`config.mk`:
```
export PLATFORM = sky130hd
export DESIGN_NAME = dsp_divider_sequential_flat
export DESIGN_NICKNAME = d
export VERILOG_FILES = /design/src/rtl/dsp_divider_sequential_pkg.sv /design/src/rtl/dsp_divider_sequential_if.sv /design/src/rtl/dsp_divider_sequential_step.sv /design/src/rtl/dsp_divider_sequential.sv /design/src/flat_wrapper.sv
export SDC_FILE = /design/constraint.sdc
export NUM_CORES = 1
export LEC_CHECK = 0
export CAP_MARGIN = 20
export CORE_ASPECT_RATIO = 1.2
export CORE_MARGIN = 5
export CORE_UTILIZATION = 45
export DETAILED_ROUTE_END_ITERATION = 7
export GPL_ROUTABILITY_DRIVEN = 0
export PLACE_DENSITY = 0.73
export SLEW_MARGIN = 10
export SYNTH_ARGS = -nofsm -noshare
export SYNTH_HDL_FRONTEND = slang
export SYNTH_SLANG_ARGS = --single-unit
```
`constraint.sdc`:
```
create_clock -name clk -period 1.4 [get_ports clk]
set_input_delay 0.21 -clock clk [delete_from_list [all_inputs] [get_ports clk]]
set_output_delay 0.21 -clock clk [all_outputs]
set_load 0.01 [all_outputs]
```
`src/rtl/dsp_divider_sequential_pkg.sv`:
```
// Shared definitions for the sequential divide/subtract block:
// FSM state encoding, operation mode encoding and default width.
package dsp_divider_sequential_pkg;

    localparam int DATA_WIDTH_DEF = 4;

    typedef enum logic [1:0] {
        ST_IDLE = 2'd0,
        ST_BUSY = 2'd1,
        ST_DONE = 2'd2
    } state_t;

    typedef enum logic {
        MODE_SUB = 1'b0,
        MODE_DIV = 1'b1
    } mode_t;

endpackage

```
`src/rtl/dsp_divider_sequential_if.sv`:
```
// Operand/result handshake bundle for the sequential divider.
// master = producer of operands and consumer of results; slave = the divider.
interface dsp_divider_sequential_if
    import dsp_divider_sequential_pkg::*;
#(
    parameter int DATA_WIDTH = DATA_WIDTH_DEF
);
    logic                      in_valid;
    logic                      in_ready;
    logic [DATA_WIDTH-1:0]     a;
    logic [DATA_WIDTH/2-1:0]   b;
    logic                      m;
    logic [DATA_WIDTH-1:0]     q;
    logic [DATA_WIDTH/2-1:0]   r;
    logic                      flag;
    logic                      out_valid;
    logic                      out_ready;

    modport master (
        output in_valid, a, b, m, out_ready,
        input  in_ready, q, r, flag, out_valid
    );

    modport slave (
        input  in_valid, a, b, m, out_ready,
        output in_ready, q, r, flag, out_valid
    );
endinterface

```
`src/rtl/dsp_divider_sequential_step.sv`:
```
// One combinational restoring-division step: shift the next dividend bit into
// the partial remainder, try to subtract the divisor, keep the difference only
// when it did not go negative.
module dsp_div_step #(
    parameter int HW = 2
) (
    input  logic [HW-1:0] rem_in,
    input  logic          dbit,
    input  logic [HW-1:0] divisor,
    output logic [HW-1:0] rem_out,
    output logic          qbit
);
    logic [HW:0] shifted;
    logic [HW:0] diff;
    logic        unused_diff_msb;

    // Remainder is always < divisor, so the shifted value fits in HW+1 bits
    // and the accepted difference fits back in HW bits.
    always_comb begin
        shifted = {rem_in, dbit};
        diff    = shifted - {1'b0, divisor};
        qbit    = (shifted >= {1'b0, divisor});
        rem_out = qbit ? diff[HW-1:0] : shifted[HW-1:0];
    end

    assign unused_diff_msb = diff[HW];

endmodule

```
`src/rtl/dsp_divider_sequential.sv`:
```
// Sequential divide / subtract unit. Divide runs restoring division, one
// quotient bit per cycle MSB first; subtract and divide-by-zero finish at accept.
module dsp_divider_sequential
    import dsp_divider_sequential_pkg::*;
#(
    parameter int DATA_WIDTH = DATA_WIDTH_DEF
) (
    input  logic                     clk,
    input  logic                     rst,
    dsp_divider_sequential_if.slave  bus
);
    localparam int W  = DATA_WIDTH;
    localparam int HW = DATA_WIDTH / 2;
    localparam int CW = $clog2(DATA_WIDTH);

    state_t          state, state_nxt;
    logic [W-1:0]    dvd_sh;     // dividend shifts out MSB first, quotient shifts in
    logic [HW-1:0]   dvs;
    logic [HW-1:0]   rem;
    logic [CW-1:0]   cnt;
    logic [W-1:0]    q_reg;
    logic [HW-1:0]   r_reg;
    logic            flag_reg;
    logic [HW-1:0]   step_rem;
    logic            step_q;
    logic            accept;
    logic            is_div;

    assign accept = (state == ST_IDLE) && bus.in_valid;
    assign is_div = (mode_t'(bus.m) == MODE_DIV);

    dsp_div_step #(.HW(HW)) u_step (
        .rem_in  (rem),
        .dbit    (dvd_sh[W-1]),
        .divisor (dvs),
        .rem_out (step_rem),
        .qbit    (step_q)
    );

    // State register.
    always_ff @(posedge clk) begin
        if (rst) state <= ST_IDLE;
        else     state <= state_nxt;
    end

    // Next-state decode; only BUSY for a real division.
    always_comb begin
        state_nxt = state;
        case (state)
            ST_IDLE: if (bus.in_valid) state_nxt = (is_div && bus.b != '0) ? ST_BUSY : ST_DONE;
            ST_BUSY: if (cnt == '0)    state_nxt = ST_DONE;
            ST_DONE: if (bus.out_ready) state_nxt = ST_IDLE;
            default: state_nxt = ST_IDLE;
        endcase
    end

    // Operand capture, division iterations and result registers.
    always_ff @(posedge clk) begin
        if (rst) begin
            dvd_sh   <= '0;
            dvs      <= '0;
            rem      <= '0;
            cnt      <= '0;
            q_reg    <= '0;
            r_reg    <= '0;
            flag_reg <= 1'b0;
        end else begin
            case (state)
                ST_IDLE: begin
                    if (accept) begin
                        dvd_sh <= bus.a;
                        dvs    <= bus.b;
                        rem    <= '0;
                        cnt    <= CW'(W - 1);
                        if (!is_div) begin
                            q_reg    <= bus.a - {{(W-HW){1'b0}}, bus.b};
                            r_reg    <= '0;
                            flag_reg <= (bus.a < {{(W-HW){1'b0}}, bus.b});
                        end else if (bus.b == '0) begin
                            q_reg    <= '1;
                            r_reg    <= '0;
                            flag_reg <= 1'b1;
                        end
                    end
                end
                ST_BUSY: begin
                    rem    <= step_rem;
                    dvd_sh <= {dvd_sh[W-2:0], step_q};
                    cnt    <= cnt - 1'b1;
                    if (cnt == '0) begin
                        q_reg    <= {dvd_sh[W-2:0], step_q};
                        r_reg    <= step_rem;
                        flag_reg <= 1'b0;
                    end
                end
                default: ;
            endcase
        end
    end

    // Handshake flags decode straight from the state register.
    always_comb begin
        bus.in_ready  = (state == ST_IDLE);
        bus.out_valid = (state == ST_DONE);
        bus.q         = q_reg;
        bus.r         = r_reg;
        bus.flag      = flag_reg;
    end

endmodule

```
`src/flat_wrapper.sv`:
```
// flat-port wrapper written by rule: the top's interface ports become plain ports
module dsp_divider_sequential_flat import dsp_divider_sequential_pkg::*;
#(
    parameter int DATA_WIDTH = DATA_WIDTH_DEF
)
  (clk, rst, bus_in_valid, bus_a, bus_b, bus_m, bus_out_ready, bus_in_ready, bus_q, bus_r, bus_flag, bus_out_valid);
  dsp_divider_sequential_if #(.DATA_WIDTH(DATA_WIDTH)) bus_i ();
  input  logic clk;
  input  logic rst;
  input wire logic [$bits(bus_i.in_valid)-1:0] bus_in_valid;
  input wire logic [$bits(bus_i.a)-1:0] bus_a;
  input wire logic [$bits(bus_i.b)-1:0] bus_b;
  input wire logic [$bits(bus_i.m)-1:0] bus_m;
  input wire logic [$bits(bus_i.out_ready)-1:0] bus_out_ready;
  output wire logic [$bits(bus_i.in_ready)-1:0] bus_in_ready;
  output wire logic [$bits(bus_i.q)-1:0] bus_q;
  output wire logic [$bits(bus_i.r)-1:0] bus_r;
  output wire logic [$bits(bus_i.flag)-1:0] bus_flag;
  output wire logic [$bits(bus_i.out_valid)-1:0] bus_out_valid;
  assign bus_i.in_valid = bus_in_valid;
  assign bus_i.a = bus_a;
  assign bus_i.b = bus_b;
  assign bus_i.m = bus_m;
  assign bus_i.out_ready = bus_out_ready;
  assign bus_in_ready = bus_i.in_ready;
  assign bus_q = bus_i.q;
  assign bus_r = bus_i.r;
  assign bus_flag = bus_i.flag;
  assign bus_out_valid = bus_i.out_valid;
  dsp_divider_sequential #(.DATA_WIDTH(DATA_WIDTH)) u_core (.clk(clk), .rst(rst), .bus(bus_i));
endmodule
```
## Word level (Yosys, flattened, before mapping)

Cells that the tools add are included.

| operators by class | value |
|---|---|
| $add $sub $neg | 3 |
| order comparisons | 2 |
| equal/unequal tests | 7 |
| mux-type cells | 27 |
| reductions and logical operators | 11 |

Operator list:

| operator | number |
|---|---|
| 2-to-1 mux 2 bit | 11 |
| 2-to-1 mux 4 bit | 5 |
| one-hot mux 4 bit (2 select lines) | 2 |
| one-hot mux 2 bit (2 select lines) | 3 |
| logical NOT 2 bit | 3 |
| one-hot mux 2 bit (3 select lines) | 1 |
| < comparator 4 x 2 -> 1 bit | 1 |
| 2-to-1 mux 1 bit | 4 |
| inequality test 2 x 1 -> 1 bit (second input constant) | 2 |
| inequality test 2 bit (second input constant) | 2 |
| AND reduction 2 bit | 2 |
| AND reduction 4 bit | 1 |
| nonzero test 2 bit | 2 |
| subtractor 4 x 2 -> 4 bit | 1 |
| >= comparator 3 x 2 -> 1 bit | 1 |
| inequality test 3 x 2 -> 1 bit (second input constant) | 1 |
| AND reduction 3 bit | 1 |
| == test 2 x 1 -> 1 bit (second input constant) | 1 |
| == test 2 bit (second input constant) | 1 |
| logical AND 1 bit | 2 |
| one-hot mux 1 bit (2 select lines) | 1 |
| subtractor 2 x 1 -> 2 bit (second input constant) | 1 |
| subtractor 2 bit | 1 |

| word-level totals | value |
|---|---|
| flip-flop bits (word level) | 19 |
| bits of input ports | 11 |
| output and inout bits | 9 |
| word-level logic and storage cells | 58 |

## Depth between registers and ports, before layout

| logic depth | value |
|---|---|
| depth after elaboration | 5 |
| gate-level depth with buffers | 7 |
| gate-level depth less buffers | 7 |

## By module

Synthesis repeated with hierarchy kept, for this count alone.

| second synthesis, totals | value |
|---|---|
| cells, all modules | 122 |
| area total of the unflattened synthesis | 1053.5 µm² |

Modules (own cells, without submodules):

| module | instances | cells an instance | area an instance (µm²) | sequential area each (µm²) |
|---|---|---|---|---|
| dsp_divider_sequential | 1 | 109 | 954.7 | 380.4 |
| dsp_div_step | 1 | 13 | 98.8 | 0.0 |

## Worst setup path before layout

OpenSTA, ideal clock, no wires.

| timing path | value |
|---|---|
| path type | reg2reg |
| start point | reg u_core.rem[0] |
| end point | reg u_core.r_reg[0], in the netlist u_core.bus.r[0] |
| setup time | 0.101 ns |
| data arrival time | 1.375 ns |
| required time | 1.299 ns |
| path slack | -0.076 ns |
| cell stages (with the launch flop) | 6 |
| buffers on the path | 0 |
| period minus slack after synthesis | 1.476 ns |
| cells stage by stage | dfxtp_1 -> ha_1 -> or3_1 -> a21oi_1 -> nor2_1 -> o41ai_1 |

| between the ends | value |
|---|---|
| word-level cells in the longest chain between the ends | 4 |

Ends and longest elaborated chain:

| item | line | source |
|---|---|---|
| start, declared | dsp_divider_sequential.sv:19 | `logic [HW-1:0] rem;` |
| start signal, assigned | dsp_divider_sequential.sv:87 | `rem <= step_rem;` |
| >= comparator 3 x 2 -> 1 bit | dsp_divider_sequential_step.sv:22 | `qbit = (shifted >= {1'b0, divisor});` |
| 2-to-1 mux 2 bit | dsp_divider_sequential_step.sv:23 | `rem_out = qbit ? diff[HW-1:0] : shifted[HW-1:0];` |
| 2-to-1 mux 2 bit | dsp_divider_sequential.sv:90 | `if (cnt == '0) begin` |
| one-hot mux 2 bit (2 select lines) | dsp_divider_sequential.sv:68 | `case (state)` |
| end signal, assigned | dsp_divider_sequential.sv:92 | `r_reg <= step_rem;` |
| end, declared | dsp_divider_sequential.sv:22 | `logic [HW-1:0] r_reg;` |

Every way passes these cells. The select of a mux whose other input is x is not followed.
A chain may end at the register's enable or synchronous reset.

## Worst setup path in the final report

| timing path | value |
|---|---|
| start point | reg u_core.dvs[1] |
| end point | reg u_core.r_reg[1], in the netlist u_core.bus.r[1] |

| between the ends | value |
|---|---|
| word-level cells in the longest chain between the ends | 4 |
| elaborated cells on any way between the ends | 5 |
| classes of those cells | 1 x add/sub; 1 x order compare; 3 x mux |

Ends and longest elaborated chain:

| item | line | source |
|---|---|---|
| start, declared | dsp_divider_sequential.sv:18 | `logic [HW-1:0] dvs;` |
| start signal, assigned | dsp_divider_sequential.sv:72 | `dvs <= bus.b;` |
| >= comparator 3 x 2 -> 1 bit / subtractor 2 bit (equally long branches) | dsp_divider_sequential_step.sv:22, dsp_divider_sequential_step.sv:21 |  |
| 2-to-1 mux 2 bit (*) | dsp_divider_sequential_step.sv:23 |  |
| 2-to-1 mux 2 bit (*) | dsp_divider_sequential.sv:90 |  |
| one-hot mux 2 bit (2 select lines) (*) | dsp_divider_sequential.sv:68 |  |

Mark *: on every way between the ends. The rest lies on a longest branch, timed or not. The select of a mux whose other input is x is not followed.

==> run metrics <==
final worst-path setup slack=-0.0767 ns; Yosys cell types=39; TritonCTS clock tree=built; kind of critical path=flip-flop to flip-flop; cts bufs inserted=3; Root Buffer=clkbuf_4; Synth async-reset ratio=0%; Worst Path Max Fanout=4; peak supply drop=approximately 0.64 mV; Max Cap Viol=0; RSZ-0062 raised after global routing=yes; Design Area, Final=1630 um2; first-pass GRT wire length=roughly 5000 um; Hold WC Path Type=primary input to flip-flop; Critical Path RT=between 1.5 and 2 ns; Syn Inst Count=130; register area share after synthesis=a little over a third; CORE AREA=2310 um2; grt total ovfl=0; port bufs=19; worst-margin pin slew=around 0.32 ns; Total Power=1340 uW; DRT iter0 DRCs=21; Leakage=0.000718 uW; fin crit share=105%; Fin. Hold Viols=0; Bufs on Longest Clock Path=2; register area=~390 um2; largest net degree at the start of global routing=16; area of the multi-input gates=~770 um2; H-tree levels=1; Post-DP HPWL=approximately 2100 um; Syn Nets=about 150; fmax=677 MHz; Top-Level Pins=20; die height=between 60 and 70 um; Main synth FF type=dfxtp_1; Post-Route WL=between 2000 and 3000 um; initial core utilization=a little under half; CTS Hold Buffers Added=0; #FFs+latches synth=19; Mean Syn Cell Area=approximately 8.4 um2; vias=1058; Min Clock Period, post-route=around 1.5 ns; element type at the critical path end=flip-flop; drt first pass iters=4; initial antenna violation count=0; placement row count=19; Worst setup SP type=flip-flop; Residual DRC=0; dpl cell area=roughly 1400 um2; PwrDens=between 800 and 900 nW/um2; Final ANT Viol Nets=0; Die X=55.0 um; die area=roughly 3500 um2; vias per cell=between 5 and 6; failing checks=negative setup slack; CTS sink cnt=19; Nets=188; status=finished, violations left; relative slew slack=78.6%; CTS clock-pin slew for the worst setup and hold paths=roughly 0.12 ns; CP arrival=~1.7 ns; Synth warnings=0; Syn-to-layout area delta=48.8%; final setup fails=5; ant diodes=0; Slew Viols, Final=0; post-synthesis cell area=approximately 1100 um2; R2R Setup Slk=-0.08 ns; total track usage=a little under a fifth; final setup skew=approximately 0.0073 ns; drt wl/cell=14.7 um; clk_lat worst skew=between 0.2 and 0.3 ns; share of layout cells above drive strength 1=between 30% and 40%; fillers=195; vias in the first global route=1141; EDFF count, synth=0
-- report_power, final --
part	total (uW)	internal, uW	leakage [uW]	switching [uW]
sequential	612	584	0.000158	28.0
clock	282	111	0.0000150	171
combinational	443	225	0.000545	218
-- Yosys cell counts, types with 3 or more instances --
library cell  count  share of area [%]
a211oi_1          3                2.1
a21oi_1          14                6.4
a22oi_1           3                2.1
dfxtp_1          19                 35
ha_1              5                5.7
inv_1             9                3.1
nand2_1          11                3.8
nand2b_1          4                2.3
nand3b_1          3                2.1
nor2_1           18                6.2
o21ai_0           4                1.8
or3_1             4                2.3
-- routing by layer --
layer	share of wire (%)	routed length, um	GRT usage [%]
met2	51	1510	32.8
met5	0	0	0
met3	3.1	92	2.79
met4	1.4	41	4.56
met1	44	1310	23.1
-- per-stage QoR --
stage	worst slack, ns	setup TNS, ns	hold WS (ns)	instances	util [%]
3_5_place_dp	-0.617	-3.55	0.447	193	62.3
2_1_floorplan	-0.0262	-0.0262	0.312	130	-
5_1_grt	-0.123	-0.706	0.351	201	70.5
6_report	-0.0767	-0.228	0.335	201	70.5
3_3_place_gp	-0.561	-3.26	0.441	193	62.3
4_1_cts	-0.0668	-0.182	0.335	198	67.6
-- repair_timing --
item                                   CTS  global route
buffers inserted                         1             3
cloned                                   0             0
pin swaps                                7            12
endpoints found under the hold margin    0             0
resized for setup                       38            19
setup endpoints to repair               13            15
-- placed cells by master, fill, tap and decap left out, types with 5 or more instances in the layout --
cell / instances
clkdlybuf4s50_1: 6
dlygate4sd2_1: 6
nor2_1: 17
nand2_1: 10
dfxtp_1: 12
buf_4: 19
a21oi_1: 10
dfxtp_2: 7
inv_2: 5
-- logic make-up (layout without fill, tap and decap cells) --
logic type / Yosys count / after routing / synth area share (%)
and+or+nand+nor: 51 / 51 / 24.2
DFF: 19 / 19 / 34.8
adders and majority gates: 6 / 6 / 7.56
xor gates and xnor gates: 2 / 2 / 1.60
muxes: 3 / 3 / 3.21
AOI/OAI and AO/OA: 34 / 34 / 21.6
buffers and inverters: 15 / 55 / 6.99
-- final timing paths --
path / start / to / cells after the start
max: u_core.dvs[1]$_SDFFE_PP0P_ / u_core.bus.r[1]$_SDFFE_PP0P_ / 6
min: bus_a[0] / u_core.dvd_sh[0]$_SDFFE_PP0P_ / 3
min reg2reg: u_core.bus.flag$_SDFFE_PP0P_ / u_core.bus.flag$_SDFFE_PP0P_ / 2
max reg2reg: u_core.dvs[1]$_SDFFE_PP0P_ / u_core.bus.r[1]$_SDFFE_PP0P_ / 6
-- cell type report --
type | count | share of cell area, %
Multi-Input combinational cell | 96 | 47.5
Sequential cell | 19 | 23.9
Timing Repair Buffer | 42 | 22.5
Tap cell | 31 | 2.39
Inverter | 9 | 2.08
Clock buffer | 4 | 1.62
-- worst max-delay path, stage by stage (launching register included) --
cell,delay [ns]
dfxtp_2,0.34
inv_2,0.07
ha_4,0.20
buf_6,0.12
a221oi_4,0.35
nand3_2,0.12
a211oi_2,0.21
Note: power is estimated with default switching activity, not from simulation.
